### config.mk
export PLATFORM = sky130hd
export DESIGN_NAME = fetch_unit
export DESIGN_NICKNAME = d
export VERILOG_FILES = /design/src/rtl/fetch_unit_pkg.sv /design/src/rtl/fetch_fifo.sv /design/src/rtl/fetch_unit.sv
export SDC_FILE = /design/constraint.sdc
export NUM_CORES = 1
export LEC_CHECK = 0
export ABC_AREA = 1
export CORE_MARGIN = 4
export CORE_UTILIZATION = 52
export CTS_CLUSTER_DIAMETER = 200
export DETAILED_ROUTE_END_ITERATION = 10
export GPL_ROUTABILITY_DRIVEN = 0
export GPL_TIMING_DRIVEN = 0
export PLACE_DENSITY_LB_ADDON = 0.15
export SLEW_MARGIN = 5
export SYNTH_ARGS = -nofsm -noshare
export SYNTH_HDL_FRONTEND = slang
export SYNTH_HIERARCHICAL = 1
export SYNTH_SLANG_ARGS = --single-unit
### constraint.sdc
create_clock -name clk -period 5.1 [get_ports clk]
set_clock_uncertainty 0.15 [all_clocks]
set_input_delay 0.765 -clock clk [delete_from_list [all_inputs] [get_ports clk]]
set_output_delay 0.765 -clock clk [all_outputs]
set_load 0.02 [all_outputs]
### src/rtl/fetch_unit_pkg.sv
`default_nettype none
// ============================================================================
//  Module      : fetch_unit_pkg
//  Description : Shared core definitions for the instruction fetch path:
//                default datapath width, AXI response encoding and the
//                layout of one instruction-buffer entry.
//  Ports       : none (package)
//  Revision    : 1.0 - initial release
// ============================================================================
package fetch_unit_pkg;

   // Default address / instruction width of the core.
   localparam int unsigned CORE_XLEN = 32;

   // AXI read response encoding; anything other than OKAY is an error.
   localparam logic [1:0] RESP_OKAY = 2'b00;

   // One buffered instruction. Field order fixes the packed layout that
   // the instruction buffer stores: {data, pc, fault}.
   typedef struct packed {
      logic [CORE_XLEN-1:0] data;
      logic [CORE_XLEN-1:0] pc;
      logic                 fault;
   } fetch_entry_t;

endpackage : fetch_unit_pkg
`default_nettype wire

### src/rtl/fetch_fifo.sv
`default_nettype none
// ============================================================================
//  Module      : fetch_fifo
//  Description : Instruction buffer. Power-of-two deep FIFO with a
//                synchronous flush; push and pop in one cycle both apply.
//  Ports       : clk, rst (async, active-low)
//                push/din        - write one entry
//                pop             - consume head entry
//                flush           - discard all entries (wins over push/pop)
//                dout/valid      - head entry and non-empty flag
//                count           - number of stored entries
//  Revision    : 1.0 - initial release
// ============================================================================
module fetch_fifo #(
   parameter int unsigned DEPTH = 4,
   parameter int unsigned WIDTH = 65
) (
   input  logic                     clk,
   input  logic                     rst,
   input  logic                     push,
   input  logic                     pop,
   input  logic                     flush,
   input  logic [WIDTH-1:0]         din,
   output logic [WIDTH-1:0]         dout,
   output logic                     valid,
   output logic [$clog2(DEPTH):0]   count
);

   localparam int unsigned c_ptr_w = $clog2(DEPTH);
   localparam int unsigned c_cnt_w = c_ptr_w + 1;
   localparam logic [c_cnt_w-1:0] c_depth = c_cnt_w'(DEPTH);

   logic [WIDTH-1:0]   r_mem [DEPTH];
   logic [c_ptr_w-1:0] r_wr_ptr;
   logic [c_ptr_w-1:0] r_rd_ptr;
   logic [c_cnt_w-1:0] r_count;

   logic w_do_push;
   logic w_do_pop;

   // A push into a full buffer is only legal when the head leaves in the
   // same cycle; the producer guarantees this never happens otherwise.
   assign w_do_pop  = pop && (r_count != '0);
   assign w_do_push = push && ((r_count != c_depth) || w_do_pop);

   always_ff @(posedge clk or negedge rst) begin
      if (!rst) begin
         r_wr_ptr <= '0;
         r_rd_ptr <= '0;
         r_count  <= '0;
      end else if (flush) begin
         r_wr_ptr <= '0;
         r_rd_ptr <= '0;
         r_count  <= '0;
      end else begin
         if (w_do_push) begin
            r_wr_ptr <= r_wr_ptr + c_ptr_w'(1);
         end
         if (w_do_pop) begin
            r_rd_ptr <= r_rd_ptr + c_ptr_w'(1);
         end
         case ({w_do_push, w_do_pop})
            2'b10:   r_count <= r_count + c_cnt_w'(1);
            2'b01:   r_count <= r_count - c_cnt_w'(1);
            default: r_count <= r_count;
         endcase
      end
   end

   // Storage needs no reset: nothing is visible until count says so.
   always_ff @(posedge clk) begin
      if (w_do_push && !flush) begin
         r_mem[r_wr_ptr] <= din;
      end
   end

   assign dout  = r_mem[r_rd_ptr];
   assign valid = (r_count != '0);
   assign count = r_count;

endmodule : fetch_fifo
`default_nettype wire

### src/rtl/fetch_unit.sv
`default_nettype none
// ============================================================================
//  Module      : fetch_unit
//  Description : Instruction fetch front end. Issues sequential word reads
//                on an AXI read channel, buffers returned instructions and
//                hands them to decode. Supports single-cycle redirects that
//                flush the buffer and discard responses still in flight.
//  Ports       : clk, rst (async, active-low)
//                axi_imem_ar*    - read address channel (master)
//                axi_imem_r*     - read data channel (master)
//                redirect_valid/redirect_pc - branch/jump redirect
//                inst_valid/inst_ready/inst_data/inst_pc/inst_fault
//                                - decode-stage handshake
//  Revision    : 1.0 - initial release
// ============================================================================
module fetch_unit
   import fetch_unit_pkg::*;
#(
   parameter int unsigned      XLEN     = CORE_XLEN,
   parameter int unsigned      DEPTH    = 4,
   parameter int unsigned      MAX_OUT  = 2,
   parameter logic [XLEN-1:0]  RESET_PC = '0
) (
   input  logic             clk,
   input  logic             rst,
   output logic [XLEN-1:0]  axi_imem_araddr,
   output logic             axi_imem_arvalid,
   input  logic             axi_imem_arready,
   input  logic [XLEN-1:0]  axi_imem_rdata,
   input  logic [1:0]       axi_imem_rresp,
   input  logic             axi_imem_rvalid,
   output logic             axi_imem_rready,
   input  logic             redirect_valid,
   input  logic [XLEN-1:0]  redirect_pc,
   output logic             inst_valid,
   input  logic             inst_ready,
   output logic [XLEN-1:0]  inst_data,
   output logic [XLEN-1:0]  inst_pc,
   output logic             inst_fault
);

   localparam int unsigned c_cnt_w   = $clog2(DEPTH) + 1;
   localparam int unsigned c_sum_w   = c_cnt_w + 1;
   localparam int unsigned c_entry_w = 2 * XLEN + 1;

   localparam logic [c_sum_w-1:0] c_max_out   = c_sum_w'(MAX_OUT);
   localparam logic [c_sum_w-1:0] c_depth     = c_sum_w'(DEPTH);
   localparam logic [XLEN-1:0]    c_word_step = XLEN'(4);
   localparam logic [XLEN-1:0]    c_word_mask = ~XLEN'(3);

   // Next address to request, address of the pending AR, and the PC that
   // belongs to the next response which will be kept.
   logic [XLEN-1:0]    r_pc;
   logic [XLEN-1:0]    r_araddr;
   logic               r_arvalid;
   logic [XLEN-1:0]    r_resp_pc;
   logic [c_cnt_w-1:0] r_acc_cnt;    // accepted, not yet answered
   logic [c_cnt_w-1:0] r_drop_cnt;   // responses still to be discarded

   logic               w_ar_hs;
   logic               w_r_hs;
   logic               w_rsp_cnt;
   logic               w_drop_rsp;
   logic               w_push;
   logic               w_pop;
   logic               w_fault;
   logic               w_raise;
   logic [XLEN-1:0]    w_redirect_pc;
   logic [XLEN-1:0]    w_pc_base;
   logic [c_cnt_w-1:0] w_acc_nxt;
   logic [c_sum_w-1:0] w_inflight_nxt;
   logic [c_sum_w-1:0] w_occ_nxt;

   logic [c_entry_w-1:0] w_fifo_din;
   logic [c_entry_w-1:0] w_fifo_dout;
   logic                 w_fifo_valid;
   logic [c_cnt_w-1:0]   w_fifo_count;
   logic [XLEN-1:0]      w_out_data;
   logic [XLEN-1:0]      w_out_pc;
   logic                 w_out_fault;

   // ------------------------------------------------------------------
   // Handshakes and response classification
   // ------------------------------------------------------------------
   assign axi_imem_rready = rst;

   assign w_ar_hs   = r_arvalid && axi_imem_arready;
   assign w_r_hs    = axi_imem_rvalid && axi_imem_rready;
   assign w_rsp_cnt = w_r_hs && (r_acc_cnt != '0);
   assign w_fault   = (axi_imem_rresp != RESP_OKAY);

   // A response in the redirect cycle belongs to the old path; it is
   // discarded here and therefore left out of the new drop count.
   assign w_drop_rsp = w_r_hs && (redirect_valid || (r_drop_cnt != '0));
   assign w_push     = w_r_hs && !w_drop_rsp;
   assign w_pop      = w_fifo_valid && inst_ready;

   assign w_redirect_pc = redirect_pc & c_word_mask;
   assign w_pc_base     = redirect_valid ? w_redirect_pc : r_pc;

   // ------------------------------------------------------------------
   // Request admission: look at next-cycle accepted count and buffer
   // occupancy so that every accepted request owns a buffer slot.
   // ------------------------------------------------------------------
   assign w_acc_nxt      = r_acc_cnt + c_cnt_w'(w_ar_hs) - c_cnt_w'(w_rsp_cnt);
   assign w_inflight_nxt = c_sum_w'(w_acc_nxt);
   assign w_occ_nxt      = redirect_valid ? '0
                         : c_sum_w'(w_fifo_count) + c_sum_w'(w_push) - c_sum_w'(w_pop);

   assign w_raise = (!r_arvalid || w_ar_hs)
                 && (w_inflight_nxt < c_max_out)
                 && ((w_inflight_nxt + w_occ_nxt) < c_depth);

   // ------------------------------------------------------------------
   // Fetch address, request and bookkeeping registers
   // ------------------------------------------------------------------
   always_ff @(posedge clk or negedge rst) begin
      if (!rst) begin
         r_pc       <= RESET_PC;
         r_araddr   <= '0;
         r_arvalid  <= 1'b0;
         r_resp_pc  <= RESET_PC;
         r_acc_cnt  <= '0;
         r_drop_cnt <= '0;
      end else begin
         // The fetch PC moves past an address as soon as that address is
         // committed to the AR channel; a pending AR is never rewritten,
         // so a redirect only affects the next request raised.
         if (w_raise) begin
            r_arvalid <= 1'b1;
            r_araddr  <= w_pc_base;
            r_pc      <= w_pc_base + c_word_step;
         end else begin
            if (w_ar_hs) begin
               r_arvalid <= 1'b0;
            end
            if (redirect_valid) begin
               r_pc <= w_redirect_pc;
            end
         end

         r_acc_cnt <= w_acc_nxt;

         // In flight = accepted-unanswered plus a pending AR, minus the
         // response being discarded this very cycle.
         if (redirect_valid) begin
            r_drop_cnt <= r_acc_cnt + c_cnt_w'(r_arvalid) - c_cnt_w'(w_rsp_cnt);
         end else if (w_r_hs && (r_drop_cnt != '0)) begin
            r_drop_cnt <= r_drop_cnt - c_cnt_w'(1);
         end

         if (redirect_valid) begin
            r_resp_pc <= w_redirect_pc;
         end else if (w_push) begin
            r_resp_pc <= r_resp_pc + c_word_step;
         end
      end
   end

   assign axi_imem_araddr  = r_araddr;
   assign axi_imem_arvalid = r_arvalid;

   // ------------------------------------------------------------------
   // Buffer entry packing
   // ------------------------------------------------------------------
   generate
      if (XLEN == CORE_XLEN) begin : g_entry_pkg
         fetch_entry_t w_entry_in;
         fetch_entry_t w_entry_out;

         assign w_entry_in.data  = axi_imem_rdata;
         assign w_entry_in.pc    = r_resp_pc;
         assign w_entry_in.fault = w_fault;
         assign w_fifo_din       = w_entry_in;

         assign w_entry_out = w_fifo_dout;
         assign w_out_data  = w_entry_out.data;
         assign w_out_pc    = w_entry_out.pc;
         assign w_out_fault = w_entry_out.fault;
      end else begin : g_entry_raw
         assign w_fifo_din = {axi_imem_rdata, r_resp_pc, w_fault};
         assign {w_out_data, w_out_pc, w_out_fault} = w_fifo_dout;
      end
   endgenerate

   fetch_fifo #(
      .DEPTH (DEPTH),
      .WIDTH (c_entry_w)
   ) u_fifo (
      .clk   (clk),
      .rst   (rst),
      .push  (w_push),
      .pop   (w_pop),
      .flush (redirect_valid),
      .din   (w_fifo_din),
      .dout  (w_fifo_dout),
      .valid (w_fifo_valid),
      .count (w_fifo_count)
   );

   // Outputs read as zero whenever no instruction is presented.
   assign inst_valid = w_fifo_valid;
   assign inst_data  = w_fifo_valid ? w_out_data : '0;
   assign inst_pc    = w_fifo_valid ? w_out_pc   : '0;
   assign inst_fault = w_fifo_valid && w_out_fault;

endmodule : fetch_unit
`default_nettype wire

==> out/qor.yml, run 1 <==
synth_commonest_cells: "nand2_1, edfxtp_1, inv_1"
maxSlewHeadroom: 0.500
core_sq_um: 33500
die_area_sq_um: 37000
synth.most_common_cell: "nand2_1"
critPathKind: "primary input to flop"
crit_required_ps: 5340
slowest_delay_ps: 540
synth_cells: 1758
synth_top_area_frac: 0.441
power.total_uw: 10800
first_iter_violations: 723
io_pins: 172
ant_nets: 0
via_count: 13100
fin_nets: 2081
worstSetupStartpointType: "primary input"
grt_pass1_wl_um: 68600
syn_area_sq_um: 17700
min_period_over_period: 0.919
syn_area_per_cell_sq_um: 10.1
synth_edf_count: 260
die_w_um: 192
overflow: 0
ys_top_cells_by_area: "edfxtp_1, dfrtp_1, nand2_1, o21ai_0, inv_1"
end_kind: "flop"
rr_endpoint: "axi_imem_araddr[27]"
post-cts-setup-buffers: 0
pwr_density_cell_nw_per_um2: 501
antenna_cells: 0
holdCritPathClass: "flop to flop"
avgViaCountPerCell: 5.31
clock_path_buffers: 3
cpMostUsedCell: "nand2_1"
dr.pass1.iters: 8
drv_cap: 0
cts-root-buf: "clkbuf_16"
synth_ff_type: "edfxtp_1"
fmax_mhz: 213
clock_latency_ps: 520
nFillCells: 2643
cts.sink_count: 368
finalCriticalPeriod_ps: 4690
synth_warnings: 6
worstRegToRegCells: 22
finalMaxSlewViolations: 0
critPathArrivalTime_ps: 4930
port_buffers: 169
dp_hpwl_um: 30800
outcome: "finished, final reports clean"
ys_seq_elements: 368
drive_gt1_frac: 0.138
synth-seq-area-share: 0.594
fin_util: 0.644
die_y_um: 192
yosys.area.top_type: "edfxtp_1"
synthArstFlopShare: 0.293
setup_viol: 0
irDropWorstVdd_mv: 0.388
grt_pass1_vias: 13000
r2r_start: "u_fifo/count[2]"
numCtsBuffers: 39
antenna_found_initial: 0
grtUsageTotal: 0.237
hold_violations: 0
slowest_stage: "dlygate4sd3_1"
startpoint: "rst"
p_leak_uw: 0.00879
cts-htree-levels: 2
crit_end: "axi_imem_araddr[27]"
dp_slack_ps: -165
num_rows: 67
r2r_setup_slack_ps: 480
drt_wl_total_um: 43800
tritoncts: "done"
setup_ws_ps: 413
start_util: 0.528
rsz0062_at_grt: "no"
drcViolationCount: 0
clk_pin_slew_worst_paths_ps: 60
area_growth_pct: 22.1
tightest_slew_ps: 749
grt_max_degree: 76
ys_types: 47
wl_per_cell_um: 17.8
cp_max_fo: 38
==> area by class of cell <==
| cell class | instances | area [sq um] | area share |
|---|---|---|---|
| Buffer | 78 | 544 | 0.0252 |
| Clock buffer | 50 | 1040 | 0.0480 |
| Clock inverter | 21 | 224 | 0.0104 |
| Inverter | 182 | 691 | 0.0320 |
| Multi-Input combinational cell | 1137 | 6010 | 0.278 |
| Sequential cell | 368 | 10500 | 0.487 |
| Tap cell | 448 | 561 | 0.0260 |
| Timing Repair Buffer | 183 | 2010 | 0.0932 |
==> kinds of logic after synthesis <==
group	synth area share
adder cells (fa/ha/maj)	0.0158
XOR/XNOR	0.0134
buffers and inverters	0.0692
AO/OA/AOI/OAI	0.101
other	0.000212
AND/OR/NAND/NOR	0.206
flip-flops	0.594
==> metal layers <==
metal | part of all wire | vias to the layer above | routed length, um | GRT usage
met4 | 0.037 | 0 | 1600 | 0.0908
li1 | - | 6301 | - | -
met5 | 0 | - | 0 | 0
met1 | 0.42 | 6229 | 18400 | 0.318
met2 | 0.49 | 468 | 21300 | 0.396
met3 | 0.057 | 100 | 2490 | 0.0286
==> critical path: cells and delay by family <==
| kind | cells | cell delay (ps) |
|---|---|---|
| buffers and inverters | 11 | 2160 |
| AO/OA/AOI/OAI | 1 | 120 |
| adder cells (fa/ha/maj) | 3 | 930 |
| AND/OR/NAND/NOR | 10 | 900 |
==> metrics by stage <==
stage	hold slack, ps	instance area (sq um)	TNS [ps]	instances
floorplan	276	17700	-118210	1765
global placement	292	20000	-2432390	2382
detailed placement	294	20300	-5080	2393
CTS	307	21600	0	2466
global route	342	21600	0	2467
finish	310	21600	0	2467
==> registers in the layout (all words and copies together), names as in the netlist <==
name              flops
u_fifo/count          3
r_drop_cnt            3
r_resp_pc            30
r_acc_cnt             3
axi_imem_arvalid      1
r_pc                 32
axi_imem_araddr      32
u_fifo/r_wr_ptr       2
u_fifo/r_rd_ptr       2
u_fifo/r_mem        260
==> worst min-delay path by stage <==
stage          startpoint  endpoint  slack [ps]  cells after the start
3_3_place_gp      r_pc[1]   r_pc[1]         290                      2
2_1_floorplan     r_pc[0]   r_pc[0]         280                      2
5_1_grt           r_pc[1]   r_pc[1]         340                      2
4_1_cts           r_pc[1]   r_pc[1]         310                      2
3_5_place_dp      r_pc[1]   r_pc[1]         290                      2
6_report          r_pc[1]   r_pc[1]         310                      2
==> layout by cell type, fill, tap and decap left out, types with 13 or more instances in the layout <==
master | netlist | final
nor2_2 | 15 | 15
o22ai_1 | 29 | 29
clkbuf_1 | 27 | 35
o21ai_0 | 158 | 158
buf_12 | 7 | 13
o22ai_2 | 36 | 36
nand2_1 | 431 | 431
ha_1 | 16 | 16
nor3_1 | 14 | 14
clkbuf_16 | 0 | 40
edfxtp_1 | 260 | 260
a21oi_1 | 17 | 17
nor2_4 | 38 | 42
xor2_1 | 22 | 22
inv_1 | 173 | 173
nand3_1 | 64 | 64
nand2_2 | 43 | 43
nor2_1 | 168 | 164
dfrtp_1 | 108 | 108
buf_2 | 24 | 22
o21ai_1 | 23 | 23
clkdlybuf4s50_1 | 0 | 168
==> power by group <==
| part | leakage [uW] | switching, uW | internal, uW | total (uW) |
|---|---|---|---|---|
| Combinational | 0.00449 | 2620 | 1640 | 4260 |
| Sequential | 0.00369 | 232 | 3550 | 3780 |
| Clock | 0.000611 | 1130 | 1650 | 2780 |
| Total | 0.00879 | 3980 | 6840 | 10800 |
==> timing repair <==
| action | 4_1_cts | 5_1_grt |
|---|---|---|
| gates resized for setup | 0 | 6 |
| endpoints found under the setup margin | 0 | 63 |
| hold endpoints to repair | 33 | 0 |
| hold buffers | 2 | 0 |
(Power assumes the default switching activity.)
==> run 2: changes to the inputs <==
- CORE_UTILIZATION: 52 -> 58
- clock period: 5.1 -> 5.5 ns (I/O delays scaled with it)
==> run 2 against run 1 <==
  * Sequential power fell by 7.1%
  * Non-clock buffer count fell by 5
  * Utilization rose by 6.7 points
==> out/qor.yml, run 2 (same netlist as run 1, synthesis figures left out) <==
outcome: "finished, final reports clean"
area_growth_pct: 20.1
ant_nets: 0  # unchanged
first_iter_violations: 1044  # +44%
clock_path_buffers: 3  # unchanged
cp_max_fo: 13  # -66%
port_buffers: 169  # unchanged
finalMaxSlewViolations: 0  # unchanged
tightest_slew_ps: 771  # +21.8 ps
critPathArrivalTime_ps: 5020  # +90 ps
final_cell_mix: "nand2_1, edfxtp_1, inv_1, clkdlybuf4s50_1, nor2_1"
rsz0062_at_grt: "no"
clock_latency_ps: 520  # about the same
fin_util: 0.711  # +0.0671
grtUsageTotal: 0.258  # +0.0213
cts_hold_buf: 0  # -2
dp.cells: 2333  # -2.5%
p_leak_uw: 0.00867  # -1.4%
p_sw_uw: 3670  # -7.9%
worstSetupStartpointType: "primary input"
drive_gt1_frac: 0.132  # -0.00628
wl_met2_um: 21200  # -0.77%
setup_viol: 0  # unchanged
post-cts-setup-buffers: 0  # unchanged
pwr-share-comb: 0.402  # +0.008
wl_met1_um: 17800  # -3.6%
grt_pass1_wl_um: 68600  # -0.12%
die_area_sq_um: 33400  # -9.9%
switching_share: 0.373  # +0.00529
largest-register: "u_fifo/r_mem"
p_int_uw: 6150  # -10%
min_period_over_period: 0.865
hold_violations: 0  # unchanged
start_util: 0.592  # +0.0646
final_cells: 2399  # -2.8%
grt_pass1_vias: 13200  # +1.3%
tritoncts: "done"
critPathKind: "primary input to flop"
p_clk_frac: 0.241  # -0.016
fmax_mhz: 210
largest_register_ffs: 260  # unchanged
irDropWorstVdd_mv: 0.393  # +1.3%
dp_hpwl_um: 30100  # -2.4%
crit_required_ps: 5770  # +430 ps
dr.pass1.iters: 6  # -2
cts_resized: 0  # unchanged
via_count: 13200  # +0.53%
antenna_cells: 0  # unchanged
final_common_cell: "nand2_1"
drcViolationCount: 0  # unchanged
io_pins: 172  # unchanged
cts-htree-levels: 2  # unchanged
wl_per_cell_um: 18.0  # +1.1%
drv_cap: 0  # unchanged
drt_wl_total_um: 43100  # -1.6%
num_rows: 63  # -6.0%
antenna_found_initial: 0  # unchanged
routed-wl-met3_um: 2620  # +5.3%
finalCriticalPeriod_ps: 4760
cts.sink_count: 368  # unchanged
cts-root-buf: "clkbuf_16"
seq_power_share: 0.357  # +0.008
core_sq_um: 29900  # -11%
die_y_um: 183  # -5.1%
routed.top_layer: "met4"
clk_pin_slew_worst_paths_ps: 60  # about the same
die_w_um: 183  # -5.1%
fin_nets: 2075  # -0.29%
avgViaCountPerCell: 5.49  # +3.4%
maxSlewHeadroom: 0.486  # -0.0146
holdCritPathClass: "primary input to asynchronous set/reset pin"
pwr_density_cell_nw_per_um2: 462  # -7.7%
end_kind: "flop"
numCtsBuffers: 38  # -2.6%
grt_max_degree: 70  # -7.9%
overflow: 0  # unchanged
==> run 2: power by group through the flow <==
| stage | Clock [uW] | Combinational [uW] | Sequential (uW) |
|---|---|---|---|
| global route | 2510 | 4320 | 3540 |
| finish | 2370 | 3940 | 3510 |
| global placement | 0 | 3840 | 3540 |
| CTS | 2400 | 3960 | 3500 |
| detailed placement | 0 | 3940 | 3550 |
| floorplan | 0 | 2340 | 3620 |
==> run 2: area by class of cell <==
type	instances	area (sq um)
flip-flops and latches	368	10500
fillers	2197	8630
multi-input cells	1137	6010
repair buffers	178	1880
clock buffers	48	1020
inverters	182	691
plain buffers	78	534
well taps	390	488
clock inverters	18	108
==> run 2: per-stage QoR <==
stage	power, uW	hold WS, ps	worst slack (ps)	cell area [sq um]	TNS [ps]
2_1_floorplan	5950	276	-115	17700	-29810
3_3_place_gp	7380	290	-7040	19900	-2185370
3_5_place_dp	7490	293	226	20100	0
4_1_cts	9860	70.1	780	21200	0
5_1_grt	10400	80.0	376	21200	0
6_report	9820	68.6	742	21200	0
==> run 2: worst max-delay path: stages <==
cell	delay (ps)
clkdlybuf4s50_1	500
buf_6	200
inv_6	80
buf_12	130
buf_12	140
buf_2	260
nand2_1	100
inv_2	170
buf_2	340
ha_1	250
fa_1	410
inv_1	70
nor2_1	40
ha_1	300
nand4_2	100
nand2_1	70
nand2_1	50
nand2_1	50
nor2_1	130
nand2_1	80
nor2_2	180
buf_2	310
nand2_1	90
nand2_1	80
nand2_1	50
==> run 2: final timing paths <==
path | from | to | slack (ps) | cells after the start
setup / recovery | redirect_valid | r_pc[14] | 740 | 25
hold / removal | rst | axi_imem_araddr[25] | 70 | 1
setup reg to reg | u_fifo/count[2] | r_pc[14] | 880 | 23
hold reg to reg | r_pc[1] | r_pc[1] | 300 | 2
max in group asynchronous | rst | r_drop_cnt[2] | 4440 | 2
min in group clk | r_pc[1] | r_pc[1] | 300 | 2
==> run 2: per-layer routing <==
layer | GRT usage | vias to the layer above
met5 | 0 | -
met4 | 0.0925 | 0
met3 | 0.0341 | 108
met2 | 0.437 | 510
met1 | 0.344 | 6282
li1 | - | 6267
